File: src/rtl/riscv_pipe_pkg.sv
// Shared definitions for the decode/execute boundary: control bundle layout,
// hazard-responder state encoding and the ID/EX bubble constant.
package riscv_pipe_pkg;

    localparam int CTRL_W       = 8;
    localparam int REG_IDX_W    = 5;

    // Bundle layout: {RegWrite, MemRead, MemWrite, MemtoReg, Branch, ALUSrc, ALUOp[1:0]}
    localparam int REGWRITE_BIT = 7;
    localparam int MEMREAD_BIT  = 6;
    localparam int MEMWRITE_BIT = 5;
    localparam int MEMTOREG_BIT = 4;
    localparam int BRANCH_BIT   = 3;
    localparam int ALUSRC_BIT   = 2;
    localparam int ALUOP_LSB    = 0;

    typedef enum logic [1:0] {
        ST_RUN    = 2'd0,
        ST_BUBBLE = 2'd1,
        ST_FLUSH  = 2'd2
    } hazard_state_e;

    typedef struct packed {
        logic [CTRL_W-1:0]    ctrl;
        logic [REG_IDX_W-1:0] rd;
        logic [REG_IDX_W-1:0] rs1;
        logic [REG_IDX_W-1:0] rs2;
    } idex_t;

    localparam idex_t IDEX_BUBBLE = '0;

endpackage

File: src/rtl/hazard_perf_cnt.sv
// Saturating event counter: counts enabled cycles and sticks at all-ones.
module hazard_perf_cnt
    import riscv_pipe_pkg::*;
#(
    parameter int CNT_W = 32
) (
    input  logic             clk,
    input  logic             reset,
    input  logic             en_i,
    output logic [CNT_W-1:0] count_o
);

    localparam logic [CNT_W-1:0] CNT_ONE = {{(CNT_W-1){1'b0}}, 1'b1};

    logic [CNT_W-1:0] count_q;
    logic [CNT_W-1:0] count_d;

    always_comb begin
        count_d = count_q;
        if (en_i && (count_q != {CNT_W{1'b1}})) begin
            count_d = count_q + CNT_ONE;
        end
    end

    always_ff @(posedge clk) begin
        if (reset) begin
            count_q <= '0;
        end else begin
            count_q <= count_d;
        end
    end

    assign count_o = count_q;

endmodule

File: src/rtl/pipeline_hazard_response.sv
// Load-use stall / branch flush responder owning the ID/EX register.
// Define HAZARD_PERF_CNT_EN to add saturating stall/flush counters.
module pipeline_hazard_response
    import riscv_pipe_pkg::*;
#(
    parameter int CNT_W = 32
) (
    input  logic              clk,
    input  logic              reset,
    input  logic              stall_in,
    input  logic              branch_taken,
    input  logic [CTRL_W-1:0] id_ctrl,
    input  logic [4:0]        id_rd,
    input  logic [4:0]        id_rs1,
    input  logic [4:0]        id_rs2,
    output logic              pc_write,
    output logic              ifid_write,
    output logic              ifid_flush,
    output logic [CTRL_W-1:0] ex_ctrl,
    output logic [4:0]        ex_rd,
    output logic [4:0]        ex_rs1,
    output logic [4:0]        ex_rs2,
    output logic              ex_mem_read,
`ifdef HAZARD_PERF_CNT_EN
    output logic [CNT_W-1:0]  stall_count,
    output logic [CNT_W-1:0]  flush_count,
`endif
    output logic [1:0]        state
);

    hazard_state_e state_q;
    hazard_state_e state_d;
    idex_t         idex_q;
    idex_t         idex_d;
    logic          stallEff;

    // A load into x0 never creates a dependency, and a flushed ID slot is a NOP.
    assign stallEff = stall_in && (idex_q.rd != 5'd0) && (state_q != ST_FLUSH);

    always_comb begin
        pc_write   = 1'b1;
        ifid_write = 1'b1;
        ifid_flush = 1'b0;
        state_d    = ST_RUN;
        idex_d     = '{ctrl: id_ctrl, rd: id_rd, rs1: id_rs1, rs2: id_rs2};
        if (reset) begin
            pc_write   = 1'b0;
            ifid_write = 1'b0;
            ifid_flush = 1'b1;
            idex_d     = IDEX_BUBBLE;
        end else if (branch_taken) begin
            ifid_flush = 1'b1;
            state_d    = ST_FLUSH;
            idex_d     = IDEX_BUBBLE;
        end else if (stallEff) begin
            pc_write   = 1'b0;
            ifid_write = 1'b0;
            state_d    = ST_BUBBLE;
            idex_d     = IDEX_BUBBLE;
        end
    end

    always_ff @(posedge clk) begin
        if (reset) begin
            state_q <= ST_RUN;
            idex_q  <= IDEX_BUBBLE;
        end else begin
            state_q <= state_d;
            idex_q  <= idex_d;
        end
    end

    assign ex_ctrl     = idex_q.ctrl;
    assign ex_rd       = idex_q.rd;
    assign ex_rs1      = idex_q.rs1;
    assign ex_rs2      = idex_q.rs2;
    assign ex_mem_read = idex_q.ctrl[MEMREAD_BIT];
    assign state       = state_q;

`ifdef HAZARD_PERF_CNT_EN
    logic stallHonored;
    logic flushHonored;

    // A stall that collides with a taken branch is dropped and not counted.
    assign stallHonored = !reset && !branch_taken && stallEff;
    assign flushHonored = !reset && branch_taken;

    hazard_perf_cnt #(.CNT_W(CNT_W)) u_stall_cnt (
        .clk     (clk),
        .reset   (reset),
        .en_i    (stallHonored),
        .count_o (stall_count)
    );

    hazard_perf_cnt #(.CNT_W(CNT_W)) u_flush_cnt (
        .clk     (clk),
        .reset   (reset),
        .en_i    (flushHonored),
        .count_o (flush_count)
    );
`endif

endmodule

File: config.mk
export PLATFORM = sky130hd
export DESIGN_NAME = pipeline_hazard_response
export DESIGN_NICKNAME = d
export VERILOG_FILES = /design/src/rtl/riscv_pipe_pkg.sv /design/src/rtl/hazard_perf_cnt.sv /design/src/rtl/pipeline_hazard_response.sv
export SDC_FILE = /design/constraint.sdc
export NUM_CORES = 1
export LEC_CHECK = 0
export ABC_AREA = 1
export CAP_MARGIN = 5
export CORE_MARGIN = 2
export CORE_UTILIZATION = 39
export CTS_CLUSTER_SIZE = 28
export DETAILED_ROUTE_END_ITERATION = 6
export PLACE_DENSITY_LB_ADDON = 0.3
export SYNTH_ARGS = -nofsm -noshare
export SYNTH_HDL_FRONTEND = slang
export SYNTH_SLANG_ARGS = --single-unit
File: constraint.sdc
create_clock -name clk -period 1.6 [get_ports clk]
set_input_delay 0.4 -clock clk [delete_from_list [all_inputs] [get_ports clk]]
set_output_delay 0.4 -clock clk [all_outputs]
set_load 0.005 [all_outputs]
## Word-level counts from Yosys, hierarchy flattened

Cells that the tools add are included.
Widths: inputs -> output; s select.

- Eq/ne operators: 1
- Reduce and logical (&&, ||, !) cells: 5
- Muxes and demuxes: 7

Operators by type and width:

| cell | count |
|---|---|
| $mux 1 | 6 |
| $reduce_bool 5->1 | 1 |
| $reduce_or 3->1 | 1 |
| $logic_and 1x1->1 | 2 |
| $mux 2 | 1 |
| $ne 2x2->1 const B | 1 |
| $reduce_or 2->1 | 1 |

- Output and inout port bits: 29
- Register bits: 25
- Logic and storage cells: 19
- Input bits: 27

## Logic depth before layout (Yosys ltp)

Gate-level depths: netlist of the first run.

- Depth after elaboration: 6
- Mapped depth: 6
- Gate-level depth less buffers: 5

## Worst setup path before layout of the first run

Ideal clock, no wire load.

- Path type: in2out
- Start: input stall_in
- End: output pc_write
- Buffers on the path: 1
- Path slack: 0.318 ns
- Arrival time: 0.882 ns
- Data required time: 1.200 ns
- Stages: 5
- Cell sequence: a21boi_2 > nand2_2 > nand2_1 > nand2_1 > buf_4

- Cells in the longest elaborated chain, start to end: 5

Ends and longest elaborated chain:

| item | line | RTL |
|---|---|---|
| start: declaration | pipeline_hazard_response.sv:10 | `input logic stall_in,` |
| $logic_and 1x1->1 (2 in a row) | pipeline_hazard_response.sv:38 | `assign stallEff = stall_in && (idex_q.rd != 5'd0) && (state_q != ST_FLUSH);` |
| $mux 1 (3 in a row) | - |  |
| end: declaration | pipeline_hazard_response.sv:16 | `output logic pc_write,` |

Every way passes these cells.

## Worst setup path after layout of the first run

- Start: register idex_q (netlist bit ex_rd[4])
- End: output pc_write

- Cells in the longest elaborated chain, start to end: 6

Ends and longest elaborated chain:

| item | line | RTL |
|---|---|---|
| start: declaration | pipeline_hazard_response.sv:33 | `idex_t idex_q;` |
| start signal: assignment | pipeline_hazard_response.sv:69 | `idex_q <= idex_d;` |
| $reduce_bool 5->1 | pipeline_hazard_response.sv:38 |  |
| $logic_and 1x1->1 (2 in a row) | pipeline_hazard_response.sv:38 |  |
| $mux 1 | pipeline_hazard_response.sv:55 | `end else if (stallEff) begin` |
| $mux 1 | pipeline_hazard_response.sv:51 | `end else if (branch_taken) begin` |
| $mux 1 | pipeline_hazard_response.sv:46 | `if (reset) begin` |

Every way passes these cells.

==> results by group, run 1 <==
Status
  – Outcome: finished clean

Floorplan
  – Io pins: 56
  – Die Width: 53.8 microns
  – Die Footprint: 2890 sq um
  – Placement Rows: 18
  – Die Height: 53.8 microns
  – Starting density of the core: 40.1%
  – Placeable Area: 2410 sq um

Layout
  – Most frequent cells in the layout: clkdlybuf4s50_1 (43), inv_1 (28), nor2_4 (21)
  – Nets@finish: 182
  – Share of cells above drive strength 1: 32.5%
  – N_diodes: 0
  – Post-route cell area: 1630 sq um
  – Final core utilization: 67.8%
  – Area Growth Syn to Fin: 68.8%
  – Fill count: 188
  – Commonest non-fill, non-tap cell in the layout: clkdlybuf4s50_1

CTS
  – Clock transition at path regs: 0.13 ns
  – CTS sink cnt: 25
  – Clock Latency Late Sink: 0.30 ns
  – H-Tree Depth: 1
  – TritonCTS clock tree: yes
  – Clock Path Buffers: 2
  – CTS Buf Count: 3
  – Root Buffer: clkbuf_4

Logic synthesis
  – Seq cells post-synth: 25
  – Mapped Area: 967 sq um
  – Synthesis Warnings: 0
  – Sequential-to-total area share from yosys stat: 51.7%
  – Post-Syn Instances: 91
  – Syn nets: 118
  – Syn Area/Cell: 10.6 sq um
  – Synth unique cells: 12

Timing
  – Period utilization: 97.0%
  – Clk_skew: 0.00322 ns
  – Worst Tran Pin Value: 0.128 ns
  – Worst hold slack: 0.447 ns
  – Fin crit period: 1.55 ns
  – Max Slew Vio Count: 0
  – Fmax achieved: 644 MHz
  – Unrepaired setup endpoints after global routing: yes
  – Slew HR: 91.4%
  – # setup viols final: 0
  – Final Hold Vio Count: 0

Placement
  – IO Port Bufs: 55
  – Area post-placement: 1560 sq um
  – HPWL after detailed placement: 1580 microns
  – GPL Wtd Cong: 0.658

GRT
  – Initial antenna violation count: 0
  – Largest net degree at the start of global routing: 15
  – First-pass GRT wire length: 3020 microns
  – Overflow after GRT: 0
  – Vias in the first global route: 736
  – GRT Total Usage: 14.6%

Critical path
  – Critical Path AT: 1.15 ns
  – Element type at the critical path end: primary output
  – CP Launch Type: register
  – Internal reg-to-reg setup slack: 0.11 ns
  – CP required: 1.20 ns
  – Worst-path fanout max: 2
  – CP Class: register to primary output

Flow run
  – Max-Cap Viols: 0

Routing
  – Drt drc: 0
  – Total number of vias: 723
  – First drt pass iteration count: 3
  – Routed len/inst: 10.3 microns
  – Antenna Nets Post-Route: 0
  – Vias per Instance: 3.93
  – Drt first-iter violations: 3
  – Total Wirelength: 1900 microns

Pwr
  – PwrDens: 721 nW/um^2
  – Register share of total power: 56.2%
  – Cell Int Power: 899 uW
  – Comb pwr share: 21.6%
  – Clock network power share: 22.3%
  – Psw: 278 uW
  – P_leak: 0.808 nW
  – Max VDD drop: 0.631 mV
  – Sw Ratio: 23.6%

Hold path
  – Hold crit path type: input port to register
-- critical path, cell delays in order (launching register included) --
cell and delay [ns]:
dfxtp_2 0.34, nor2_1 0.13, nand3_2 0.09, nand2_2 0.07, nand2_1 0.05, nand2_1 0.06
buf_2 0.11
-- logic make-up after synthesis --
logic type	share of synthesized area, %
simple gates	30.5
buf+inv	16.6
flops	51.7
compound gates	1.16
-- stage by stage --
stage	cells	total power, mW	setup slack [ns]	TNS [ns]
after floorplan	91	0.782	0.318	0
after global placement	177	0.921	-0.409	-1.52
after detailed placement	177	0.929	-0.453	-2.65
after CTS	184	1.20	0.00894	0
after global routing	184	1.25	-0.0346	-0.0670
final	184	1.18	0.0478	0
-- sequential cells by signal, indices dropped and copies added (netlist names) --
name / flops
ex_ctrl: 8
ex_rd: 5
ex_rs1: 5
ex_rs2: 5
state: 2
-- cells in the mapped netlist, drive strengths merged --
| library cell | instances | share of area [%] |
|---|---|---|
| nor2 | 27 | 27 |
| nand2 | 5 | 3.0 |
| a21boi | 1 | 1.2 |
| buf | 4 | 5.7 |
| nand3 | 1 | 0.52 |
| dfxtp | 25 | 52 |
| inv | 28 | 11 |
-- cell type report --
| type | instances | area [sq um] | area share (%) |
|---|---|---|---|
| Multi-Input combinational cell | 34 | 312 | 19.1 |
| Sequential cell | 25 | 510 | 31.3 |
| Clock buffer | 3 | 22.5 | 1.38 |
| Tap cell | 30 | 37.5 | 2.30 |
| Timing Repair Buffer | 63 | 641 | 39.2 |
| Inverter | 28 | 105 | 6.44 |
| Clock inverter | 1 | 5.00 | 0.307 |
-- metal layers --
| metal | track usage (%) | wire, microns | vias to the layer above |
|---|---|---|---|
| met5 | 0 | 0 | - |
| met4 | 5.13 | 0 | 0 |
| met3 | 6.11 | 211 | 0 |
| met2 | 27.0 | 1070 | 31 |
| met1 | 14.3 | 626 | 323 |
| li1 | - | - | 369 |
-- final timing paths --
kind / start / cells past startpoint / endpoint
min reg2reg: state[1] / 7 / state[0]
max: ex_rd[4] / 6 / pc_write
min: branch_taken / 3 / state[1]
max reg2reg: state[0] / 10 / ex_rs1[1]
-- power groups by stage --
stage                     sequential, mW  combinational (mW)  clock, mW
final                              0.661               0.254      0.262
after global routing               0.664               0.275      0.307
after detailed placement           0.674               0.255          0
after global placement             0.672               0.249          0
after floorplan                    0.677               0.105          0
after CTS                          0.661               0.258      0.279
-- timing repair --
action,CTS,global route
resized for setup,19,12
hold buffers,0,0
setup endpoints to repair,6,12
buffers inserted,3,0
pin swaps,1,3
No activity file was read; power rests on OpenSTA's default activity.
==> run 2, diff against run 1 <==
--- a/config.mk
+++ b/config.mk
@@ -8,10 +8,11 @@
 export ABC_AREA = 1
 export CAP_MARGIN = 5
 export CORE_MARGIN = 2
-export CORE_UTILIZATION = 39
+export CORE_UTILIZATION = 33
 export CTS_CLUSTER_SIZE = 28
 export DETAILED_ROUTE_END_ITERATION = 6
 export PLACE_DENSITY_LB_ADDON = 0.3
+export REMOVE_ABC_BUFFERS = 1
 export SYNTH_ARGS = -nofsm -noshare
 export SYNTH_HDL_FRONTEND = slang
 export SYNTH_SLANG_ARGS = --single-unit
==> constraint.sdc (replaced) <==
create_clock -name clk -period 1.4 [get_ports clk]
set_input_delay 0.35 -clock clk [delete_from_list [all_inputs] [get_ports clk]]
set_output_delay 0.35 -clock clk [all_outputs]
set_load 0.005 [all_outputs]
==> run 2 against run 1 <==
Compared with the run above:
- the run now ends with setup timing left
- global-route usage is 2.6 points lower
- register-to-register slack improved by 0.02 ns
- clock skew grew 0.0048 ns
- sequential share of layout area up 0.97 points
==> results by group, run 2 (same netlist as run 1, synthesis figures left out) <==
Status
  – Outcome: complete, but fails checks
  – Failing checks: setup timing

GRT
  – GR Util met2: 23.4%
  – First-pass GRT wire length: 3110 microns
  – Met1 Usage GRT: 11.8%
  – Largest net degree at the start of global routing: 14
  – Vias in the first global route: 796
  – GRT Total Usage: 12.0%
  – Met3 Usage GRT: 4.24%
  – Layer with the highest usage: met2
  – Overflow after GRT: 0
  – Initial antenna violation count: 0

Routing
  – First drt pass iteration count: 2
  – Total Wirelength: 1810 microns
  – Vias per Instance: 3.95
  – Antenna Nets Post-Route: 0
  – Drt drc: 0
  – Total number of vias: 727
  – Drt first-iter violations: 1
  – Routed len/inst: 9.82 microns

Critical path
  – Delay of the slowest critical-path stage: 0.34 ns
  – Crit path launch: ex_rd[2]
  – Reg2reg path depth: 8
  – Worst-path fanout max: 2
  – CP required: 1.05 ns
  – Critical Path End: ifid_write
  – Reg2reg end: ex_rd[1]
  – CP Launch Type: register
  – Critical Path AT: 1.16 ns
  – Internal reg-to-reg setup slack: 0.13 ns
  – Slowest CP cell: dfxtp_2
  – Crit path top cell by count: nand2_1
  – Worst path depth: 6
  – CP Buf/Inv Count: 1
  – Element type at the critical path end: primary output
  – Crit-path leading delay family: simple AND/OR/NAND/NOR gates
  – Critical Path, Cell by Cell: nor2_2 -> nand3_2 -> nand2_2 -> nand2_1 -> nand2_1 -> buf_2
  – CP Class: register to primary output
  – Worst r2r src: state[0]

Timing
  – Clk_skew: 0.00801 ns
  – Final Hold Vio Count: 0
  – Unrepaired setup endpoints after global routing: yes
  – Max Slew Vio Count: 0
  – Fin crit period: 1.51 ns
  – Slew HR: 91.5%
  – Setup ws final: -0.107 ns
  – Fmax achieved: 663 MHz
  – Period utilization: 108%
  – Worst Tran Pin Value: 0.128 ns
  – # setup viols final: 2
  – Setup TNS: -0.212 ns
  – Worst hold slack: 0.394 ns

Layout
  – Share of cells above drive strength 1: 33.3%
  – Most frequent cells in the layout: inv_1 (28), dlygate4sd2_1 (27), clkdlybuf4s50_1 (23)
  – Commonest non-fill, non-tap cell in the layout: inv_1
  – Area Growth Syn to Fin: 64.6%
  – N_diodes: 0
  – Nets@finish: 181
  – Final core utilization: 57.2%
  – Max reg flops: 8

Floorplan
  – Die Width: 58.1 microns
  – Io pins: 56
  – Starting density of the core: 34.8%
  – Placeable Area: 2780 sq um
  – Die Height: 58.1 microns
  – Die Footprint: 3380 sq um
  – Placement Rows: 19

Placement
  – GPL Wtd Cong: 0.627
  – IO Port Bufs: 55
  – HPWL after detailed placement: 1500 microns

Pwr
  – P_leak: 0.826 nW
  – Max VDD drop: 0.506 mV
  – PwrDens: 832 nW/um^2

CTS
  – Root Buffer: clkbuf_4
  – Clock Latency Late Sink: 0.30 ns
  – # hold bufs at CTS: 0
  – CTS Buf Count: 3
  – TritonCTS clock tree: yes
  – CTS sink cnt: 25
  – Clock Path Buffers: 2
  – H-Tree Depth: 1
  – Clock transition at path regs: 0.13 ns

Flow run
  – Max-Cap Viols: 0

Hold path
  – Hold crit path type: input port to register
  – Min-delay src: branch_taken
  – Worst Hold Path Cells: 3
==> run 2: cell type report <==
class / count / area, sq um
tap: 31 / 38.8
timing repair buffer: 62 / 589
sequential: 25 / 513
clock buffer: 4 / 26.3
multi-input combinational: 34 / 319
fill: 257 / 1190
inverter: 28 / 105
==> run 2: repair_timing <==
item	4_1_cts	5_1_grt
gates resized for setup	51	4
setup buffers	1	0
setup endpoints to repair	29	3
pin swaps	3	5
endpoints found under the hold margin	0	0
==> run 2: per-stage QoR <==
stage               setup slack (ns)  instance area [sq um]  cells  power [mW]
detailed placement            -0.576                   1570    179        1.06
global route                  -0.192                   1590    184        1.40
CTS                           -0.146                   1580    184        1.35
finish                        -0.107                   1590    184        1.32
global placement              -0.514                   1570    179        1.06
floorplan                      0.201                    912     87       0.874
==> run 2: worst reg2reg max path, cell delays in order (launching register included) <==
cell and delay [ns]:
dfxtp_2 0.35, inv_1 0.05, a21boi_2 0.13, nand2_2 0.07
buf_4 0.12, buf_4 0.13, nand2_4 0.09, buf_12 0.17
nor2_1 0.06
==> run 2: worst min-delay path by stage <==
stage | slack (ns) | to
floorplan | 0.46 | ex_rd[0]
CTS | 0.38 | state[1]
finish | 0.39 | state[1]
global placement | 0.66 | state[0]
global route | 0.41 | state[1]
detailed placement | 0.68 | state[0]
==> run 2: report_power, final <==
part / switching (mW) / internal, mW
sequential: 0.0106 / 0.745
combinational: 0.112 / 0.155
clock: 0.192 / 0.111
==> run 2: per-layer routing <==
| layer | share of wire (%) | routed length, microns |
|---|---|---|
| met4 | 0 | 0 |
| met1 | 34 | 616 |
| met5 | 0 | 0 |
| met2 | 54 | 980 |
| met3 | 12 | 209 |
